==> config.mk <==
export PLATFORM = sky130hd
export DESIGN_NAME = dffe_pipe_flat
export DESIGN_NICKNAME = d
export VERILOG_FILES = /design/src/rtl/dffe_pipe_pkg.sv /design/src/rtl/dffe_pipe_if.sv /design/src/rtl/dffe_pipe_stage.sv /design/src/rtl/dffe_pipe.sv /design/src/flat_wrapper.sv
export SDC_FILE = /design/constraint.sdc
export NUM_CORES = 1
export LEC_CHECK = 0
export BUFFER_PORTS_ARGS = -buffer_cell sky130_fd_sc_hd__buf_2
export CAP_MARGIN = 20
export CORE_MARGIN = 2
export CORE_UTILIZATION = 52
export DETAILED_ROUTE_END_ITERATION = 16
export HOLD_SLACK_MARGIN = 0.03
export PLACE_DENSITY = 0.76
export SYNTH_ARGS = -nofsm -noshare
export SYNTH_HDL_FRONTEND = slang
export SYNTH_HIERARCHICAL = 1
export SYNTH_SLANG_ARGS = --single-unit
export TNS_END_PERCENT = 30
==> constraint.sdc <==
create_clock -name clk -period 2.1 [get_ports clk]
set_input_delay 0 -clock clk [delete_from_list [all_inputs] [get_ports clk]]
set_output_delay 0 -clock clk [all_outputs]
set_load 0.02 [all_outputs]
==> src/rtl/dffe_pipe_pkg.sv <==
// Shared defaults and sizing helpers for the elastic register pipeline.
package dffe_pipe_pkg;

    localparam int DEF_W = 32;
    localparam int DEF_D = 4;

    // Occupancy counts 0..d inclusive, so it needs one more code than d.
    function automatic int occ_width(input int d);
        return $clog2(d + 1);
    endfunction

endpackage

==> src/rtl/dffe_pipe_if.sv <==
// Valid/ready handshake bundle for both ends of the pipeline.
interface dffe_pipe_if
    import dffe_pipe_pkg::*;
#(
    parameter int W = DEF_W
);
    logic         in_valid;
    logic         in_ready;
    logic [W-1:0] in_data;
    logic         out_valid;
    logic         out_ready;
    logic [W-1:0] out_data;

    modport master (
        output in_valid, in_data, out_ready,
        input  in_ready, out_valid, out_data
    );

    modport slave (
        input  in_valid, in_data, out_ready,
        output in_ready, out_valid, out_data
    );
endinterface

==> src/rtl/dffe_pipe_stage.sv <==
// One pipeline slot: a valid bit plus payload register with load, flush and reset.
module dffe_pipe_stage
    import dffe_pipe_pkg::*;
#(
    parameter int W = DEF_W
) (
    input  logic         clk,
    input  logic         rst_n,
    input  logic         flush_i,
    input  logic         load_i,
    input  logic         src_valid_i,
    input  logic [W-1:0] src_data_i,
    output logic         valid_o,
    output logic [W-1:0] data_o
);

    logic         valid_q;
    logic         valid_d;
    logic [W-1:0] data_q;
    logic [W-1:0] data_d;

    // Next state: the payload only moves when the source actually carries an item.
    always_comb begin
        valid_d = valid_q;
        data_d  = data_q;
        if (flush_i) begin
            valid_d = 1'b0;
        end else if (load_i) begin
            valid_d = src_valid_i;
            if (src_valid_i) begin
                data_d = src_data_i;
            end else begin
                data_d = data_q;
            end
        end else begin
            valid_d = valid_q;
        end
    end

    // State register with synchronous active-low reset.
    always_ff @(posedge clk) begin
        if (!rst_n) begin
            valid_q <= 1'b0;
            data_q  <= {W{1'b0}};
        end else begin
            valid_q <= valid_d;
            data_q  <= data_d;
        end
    end

    assign valid_o = valid_q;
    assign data_o  = data_q;

endmodule

==> src/rtl/dffe_pipe.sv <==
// Elastic D-stage register pipeline with bubble collapse, flush and occupancy count.
module dffe_pipe
    import dffe_pipe_pkg::*;
#(
    parameter int W = DEF_W,
    parameter int D = DEF_D,
    localparam int OW = occ_width(D)
) (
    input  logic          clk,
    input  logic          rst_n,
    input  logic          flush,
    dffe_pipe_if.slave    bus,
    output logic [OW-1:0] occupancy
);

    localparam logic [OW-1:0] OCC_ONE = OW'(1'b1);

    logic [D:0]    rdy_s;
    logic [D-1:0]  valid_s;
    logic [W-1:0]  data_s [D];
    logic          push_s;
    logic          pop_s;
    logic [OW-1:0] occ_q;
    logic [OW-1:0] occ_d;

    // Ready ripples back from the sink; an empty slot is always ready, which collapses bubbles.
    always_comb begin
        rdy_s    = {(D + 1){1'b0}};
        rdy_s[D] = bus.out_ready;
        for (int i = D - 1; i >= 0; i--) begin
            rdy_s[i] = !valid_s[i] || rdy_s[i + 1];
        end
    end

    for (genvar i = 0; i < D; i++) begin : g_stage
        logic         src_valid_s;
        logic [W-1:0] src_data_s;

        if (i == 0) begin : g_head
            assign src_valid_s = bus.in_valid;
            assign src_data_s  = bus.in_data;
        end else begin : g_body
            assign src_valid_s = valid_s[i-1];
            assign src_data_s  = data_s[i-1];
        end

        dffe_pipe_stage #(.W(W)) u_stage (
            .clk         (clk),
            .rst_n       (rst_n),
            .flush_i     (flush),
            .load_i      (rdy_s[i]),
            .src_valid_i (src_valid_s),
            .src_data_i  (src_data_s),
            .valid_o     (valid_s[i]),
            .data_o      (data_s[i])
        );
    end

    assign bus.in_ready  = rdy_s[0] && !flush && rst_n;
    assign bus.out_valid = valid_s[D-1];
    assign bus.out_data  = data_s[D-1];

    assign push_s = bus.in_valid && bus.in_ready;
    assign pop_s  = valid_s[D-1] && bus.out_ready;

    // Occupancy tracks pushes minus pops, which equals the number of set valid bits.
    always_comb begin
        occ_d = occ_q;
        if (push_s && !pop_s) begin
            occ_d = occ_q + OCC_ONE;
        end else if (pop_s && !push_s) begin
            occ_d = occ_q - OCC_ONE;
        end else begin
            occ_d = occ_q;
        end
    end

    // Occupancy register; flush empties every slot at once.
    always_ff @(posedge clk) begin
        if (!rst_n) begin
            occ_q <= {OW{1'b0}};
        end else if (flush) begin
            occ_q <= {OW{1'b0}};
        end else begin
            occ_q <= occ_d;
        end
    end

    assign occupancy = occ_q;

endmodule

==> src/flat_wrapper.sv <==
// flat-port wrapper written by rule: the top's interface ports become plain ports
module dffe_pipe_flat import dffe_pipe_pkg::*;
#(
    parameter int W = DEF_W,
    parameter int D = DEF_D,
    localparam int OW = occ_width(D)
)
  (clk, rst_n, flush, occupancy, bus_in_valid, bus_in_data, bus_out_ready, bus_in_ready, bus_out_valid, bus_out_data);
  dffe_pipe_if #(.W(W)) bus_i ();
  input  logic clk;
  input  logic rst_n;
  input  logic flush;
  output logic [OW-1:0] occupancy;
  input wire logic [$bits(bus_i.in_valid)-1:0] bus_in_valid;
  input wire logic [$bits(bus_i.in_data)-1:0] bus_in_data;
  input wire logic [$bits(bus_i.out_ready)-1:0] bus_out_ready;
  output wire logic [$bits(bus_i.in_ready)-1:0] bus_in_ready;
  output wire logic [$bits(bus_i.out_valid)-1:0] bus_out_valid;
  output wire logic [$bits(bus_i.out_data)-1:0] bus_out_data;
  assign bus_i.in_valid = bus_in_valid;
  assign bus_i.in_data = bus_in_data;
  assign bus_i.out_ready = bus_out_ready;
  assign bus_in_ready = bus_i.in_ready;
  assign bus_out_valid = bus_i.out_valid;
  assign bus_out_data = bus_i.out_data;
  dffe_pipe #(.W(W), .D(D)) u_core (.clk(clk), .rst_n(rst_n), .flush(flush), .bus(bus_i), .occupancy(occupancy));
endmodule
-- Word level (Yosys, flattened, before mapping)
Cells that the tools add are included.
- flip-flop bits (word level): 135
- logic and storage cells: 38
- add/sub/neg operators: 2
- mux-type cells: 2
- bitwise logic cells: 2
- reduce and logical (&&, ||, !) cells: 23
- operators by type and width (cell ; count):
    $reduce_and A3 Y1 ; 4
    $logic_not A1 Y1 ; 7
    $logic_and A1 B1 Y1 ; 6
    $mux W3 ; 2
    $logic_or A1 B1 Y1 ; 4
    $add A3 B1 Y3 const B ; 1
    $sub A3 B1 Y3 const B ; 1
    $not A1 Y1 ; 2
    $reduce_bool A2 Y1 ; 1
    $reduce_or A2 Y1 ; 1

-- Logic depth before layout (Yosys ltp)
- word-level depth: 12
- mapped depth: 9
- depth with buffers taken out: 9

-- Modules after synthesis
The synthesis kept the hierarchy.
- modules (own cells, without submodules) (module ; times used ; cells each ; area each (um2) ; seq. area each (um2)):
    dffe_pipe_stage ; 4 ; 143 ; 1352.5 ; 660.6
    dffe_pipe ; 1 ; 24 ; 202.7 ; 60.1

-- Worst setup path after synthesis
No wires, ideal clock.
- kind: reg-to-reg
- start point: register u_core.g_stage[3].u_stage.valid_q
- end point: register u_core.occ_q[2] (netlist: u_core/occupancy[2])
- library setup time: 70 ps
- data arrival time: 2029 ps
- required time: 2030 ps
- setup slack: 1 ps
- stages on the path, launching flop included: 10
- path buffers: 0
- period minus slack after synthesis: 2099 ps
- cells stage by stage: dfxtp_1 > and2b_1 > nand4_1 > and3_1 > ha_1 > inv_1 > fa_1 > xor2_1 > or3_1 > a21oi_1
- word-level cells in the longest chain between the ends: 11
- elaborated cells between the ends (all ways): 15
- RTL lines (element ; RTL line ; source):
    start, declared ; dffe_pipe_stage.sv:17 ; logic valid_q;
    start signal, assigned ; dffe_pipe_stage.sv:46 ; valid_q <= valid_d;
    $logic_not A1 Y1 * ; dffe_pipe.sv:31 ; rdy_s[i] = !valid_s[i] || rdy_s[i + 1];
    $logic_or A1 B1 Y1 * (4 in a row) ; dffe_pipe.sv:31 ;
    via u_core.rdy_s[0] ; dffe_pipe.sv:18 ; logic [D:0] rdy_s;
    $logic_and A1 B1 Y1 * (2 in a row) ; dffe_pipe.sv:59 ; assign bus.in_ready = rdy_s[0] && !flush && rst_n;
    $logic_and A1 B1 Y1 * ; dffe_pipe.sv:63 ; assign push_s = bus.in_valid && bus.in_ready;
    $logic_not A1 Y1 ; dffe_pipe.sv:71 ; end else if (pop_s && !push_s) begin
    $logic_and A1 B1 Y1 ; dffe_pipe.sv:71 ;
    $reduce_bool A2 Y1 (no source line) ; - ;
    end signal, assigned ; dffe_pipe.sv:81 ; occ_q <= {OW{1'b0}};
    end signal, assigned ; dffe_pipe.sv:83 ; occ_q <= {OW{1'b0}};
    end, declared ; dffe_pipe.sv:23 ; logic [OW-1:0] occ_q;
Mark *: on every way through the listed nets, which the timed path passes. The rest lies on a longest branch.
A chain may end at the register's enable or synchronous reset.

-- Worst setup path after layout
Ends and elaborated chain as after synthesis.

==> impl_metrics.env <==
export IMPL_outcome="completed"
export IMPL_routabilityCongestion=0.782
export IMPL_r2r_start="u_core/g_stage[3].u_stage/valid_o$_SDFFE_PP0P_"
export IMPL_syn_nets=635
export IMPL_final_common_cell="nand2_1"
export IMPL_clk_latency_ns=0.51
export IMPL_hold_path_depth=5
export IMPL_max_vdd_ir_drop_mv=0.473
export IMPL_syn_avg_cell_area_um2=9.42
export IMPL_fmax_mhz=486
export IMPL_ys_types=24
export IMPL_die_area_mm2=0.0116
export IMPL_clock_path_buffers=2
export IMPL_die_h_um=108
export IMPL_p_leak_nw=2.59
export IMPL_syn_area_mm2=0.00561
export IMPL_grt_ovfl_total=0
export IMPL_postRouteAntennaNets=0
export IMPL_grt_pass1_wl_mm=17.2
export IMPL_root_buffer="clkbuf_8"
export IMPL_syn2layout_area_growth_pct=21.3
export IMPL_nFillCells=864
export IMPL_gr_usage_all_layers_pct=18.9
export IMPL_vias=4013
export IMPL_htreeDepth=4
export IMPL_rows=37
export IMPL_routed_wl_mm=10.5
export IMPL_syn_inst=596
export IMPL_antenna_found_initial=0
export IMPL_whs_endpoint="u_core/occupancy[1]$_SDFFE_PP0P_"
export IMPL_ys_seq_area_share_pct=48.1
export IMPL_hpwl_mm=6.22
export IMPL_drc=0
export IMPL_setup_violations=0
export IMPL_regArea_mm2=0.00270
export IMPL_cts_clk_slew_worst_paths_ns=0.06
export IMPL_hold_path_class="in -> reg"
export IMPL_post_route_period_util_pct=97.9
export IMPL_cts_tree="yes"
export IMPL_final_max_slew_viol_count=0
export IMPL_reg2reg_setup_slack_ns=0.04
export IMPL_grt_pass1_vias=3806
export IMPL_cts_sinks=135
export IMPL_numCtsBuffers=17
export IMPL_multiInputGateArea_mm2=0.00251
export IMPL_r2r_end="u_core/occupancy[2]$_SDFFE_PP0P_"
export IMPL_critPathRequiredTime_ns=2.54
export IMPL_die_w_um=108
export IMPL_ios=74
export IMPL_hp_start="bus_out_ready"
export IMPL_drive_gt1_share_pct=17.0
export IMPL_final_cell_mix="nand2_1, dfxtp_1, mux2i_1"
export IMPL_ys_ff_latch=135
export IMPL_critPathCaptureType="flip-flop"
export IMPL_final_nets=726
export IMPL_crit_path_start_kind="flip-flop"
export IMPL_crit_type="reg -> reg"
export IMPL_wl_per_cell_um=12.5
export IMPL_p_per_area_mw_per_mm2=856
export IMPL_n_antenna_cell=0
export IMPL_path_max_fanout=2
export IMPL_initial_core_util_pct=53.9
export IMPL_hold_viol=0
export IMPL_reg2regPathDepth=9
export IMPL_worstPathArrival_ns=2.49
export IMPL_via_per_inst=4.80
export IMPL_yosys_warnings=6
export IMPL_tightest_slew_ns=0.979
export IMPL_cap_violations=0
export IMPL_port_buffers=73
export IMPL_relSlewSlack_pct=34.7
export IMPL_grt_max_degree=262
export IMPL_first_iter_violations=235
export IMPL_dr_pass1_iters=4
export IMPL_whs_ns=0.0464
export IMPL_core_area_mm2=0.0104
export IMPL_finClkSkew_ns=0.00665
export IMPL_power_mw=5.83
export IMPL_fin_crit_ns=2.06
-- cells in the mapped netlist --
master / count / share of area, %
ha_1: 1 / 0.22
and2b_1: 1 / 0.13
nor2_1: 2 / 0.13
clkbuf_1: 4 / 0.27
buf_12: 12 / 4.3
nor3b_1: 4 / 0.54
or3_1: 1 / 0.11
xor2_1: 2 / 0.31
nand2b_1: 1 / 0.11
nor2b_1: 1 / 0.11
inv_1: 2 / 0.13
nand4_1: 1 / 0.11
dfxtp_1: 135 / 48
and3b_1: 4 / 0.62
buf_6: 4 / 0.80
o21ai_0: 1 / 0.089
nand2_1: 258 / 17
buf_2: 24 / 2.1
and3_1: 1 / 0.11
fa_1: 1 / 0.36
nand3_1: 1 / 0.089
mux2i_1: 133 / 24
and2_1: 1 / 0.11
a21oi_1: 1 / 0.089
-- sequential cells by signal (all words and copies together), names as in the netlist --
name,flops
u_core/g_stage.u_stage/data_o,128
u_core/occupancy,3
u_core/g_stage.u_stage/valid_o,4
-- through the flow --
stage | worst slack, ns | cells | TNS [ns] | area [µm²] | util (%)
finish | 0.0444 | 836 | 0 | 6810 | 65.4
global route | -0.0452 | 836 | -0.0452 | 6810 | 65.4
CTS | 0.0199 | 835 | 0 | 6780 | 65.1
detailed placement | -0.0387 | 768 | -0.0387 | 5840 | 56.1
global placement | 0.0443 | 768 | 0 | 5840 | 56.1
floorplan | 0.00133 | 596 | 0 | 5610 | -
-- layer usage --
metal,routed length [µm],GRT usage (%),up-vias
li1,-,-,2103
met1,4760,22.7,1811
met2,5040,30.5,76
met3,416,5.69,23
met4,268,9.34,0
met5,0,0,-
-- worst max-delay path by stage --
| stage | start | cells after the start | end |
|---|---|---|---|
| global placement | u_core/g_stage[3].u_stage/valid_o$_SDFFE_PP0P_ | 9 | u_core/occupancy[2]$_SDFFE_PP0P_ |
| floorplan | u_core/g_stage[3].u_stage/valid_o$_SDFFE_PP0P_ | 9 | u_core/occupancy[2]$_SDFFE_PP0P_ |
| finish | u_core/g_stage[3].u_stage/valid_o$_SDFFE_PP0P_ | 9 | u_core/occupancy[2]$_SDFFE_PP0P_ |
| global route | u_core/g_stage[3].u_stage/valid_o$_SDFFE_PP0P_ | 9 | u_core/occupancy[2]$_SDFFE_PP0P_ |
| CTS | u_core/g_stage[3].u_stage/valid_o$_SDFFE_PP0P_ | 9 | u_core/occupancy[2]$_SDFFE_PP0P_ |
| detailed placement | u_core/g_stage[3].u_stage/valid_o$_SDFFE_PP0P_ | 9 | u_core/occupancy[2]$_SDFFE_PP0P_ |
-- kinds of logic after synthesis --
group / share of synthesized area (%)
buffers and inverters: 7.62
AOI/OAI and AO/OA: 0.178
adders and majority gates: 0.580
DFF: 48.1
xor gates and xnor gates: 0.312
muxes: 23.7
and+or+nand+nor: 19.4
-- final cells by class --
| type | count | area share (%) |
|---|---|---|
| multi-input cells | 415 | 36.8 |
| well taps | 136 | 2.50 |
| repair buffers | 116 | 12.2 |
| clock buffers | 23 | 6.86 |
| flip-flops and latches | 135 | 39.7 |
| inverters | 2 | 0.110 |
| clock inverters | 9 | 1.80 |
-- worst max-delay path, stage by stage (launching register included) --
cell and delay [ns]:
dfxtp_1 0.32, and2b_2 0.20, nand4_1 0.11, and3_4 0.21, ha_4 0.14, inv_1 0.05, fa_2 0.34, xor2_1 0.16
or3_1 0.30, a21oi_1 0.14
-- repair_timing --
item / in CTS / in global routing
pin swaps: 1 / 1
buffers inserted: 1 / 1
setup endpoints to repair: 1 / 1
resized for setup: 0 / 5
hold buffers: 34 / 0
endpoints found under the hold margin: 39 / 0
-- power by group --
part / switching, mW / internal (mW)
sequential: 0.0208 / 2.60
clock: 1.02 / 1.89
combinational: 0.156 / 0.137
No activity file was read; power rests on OpenSTA's default activity.
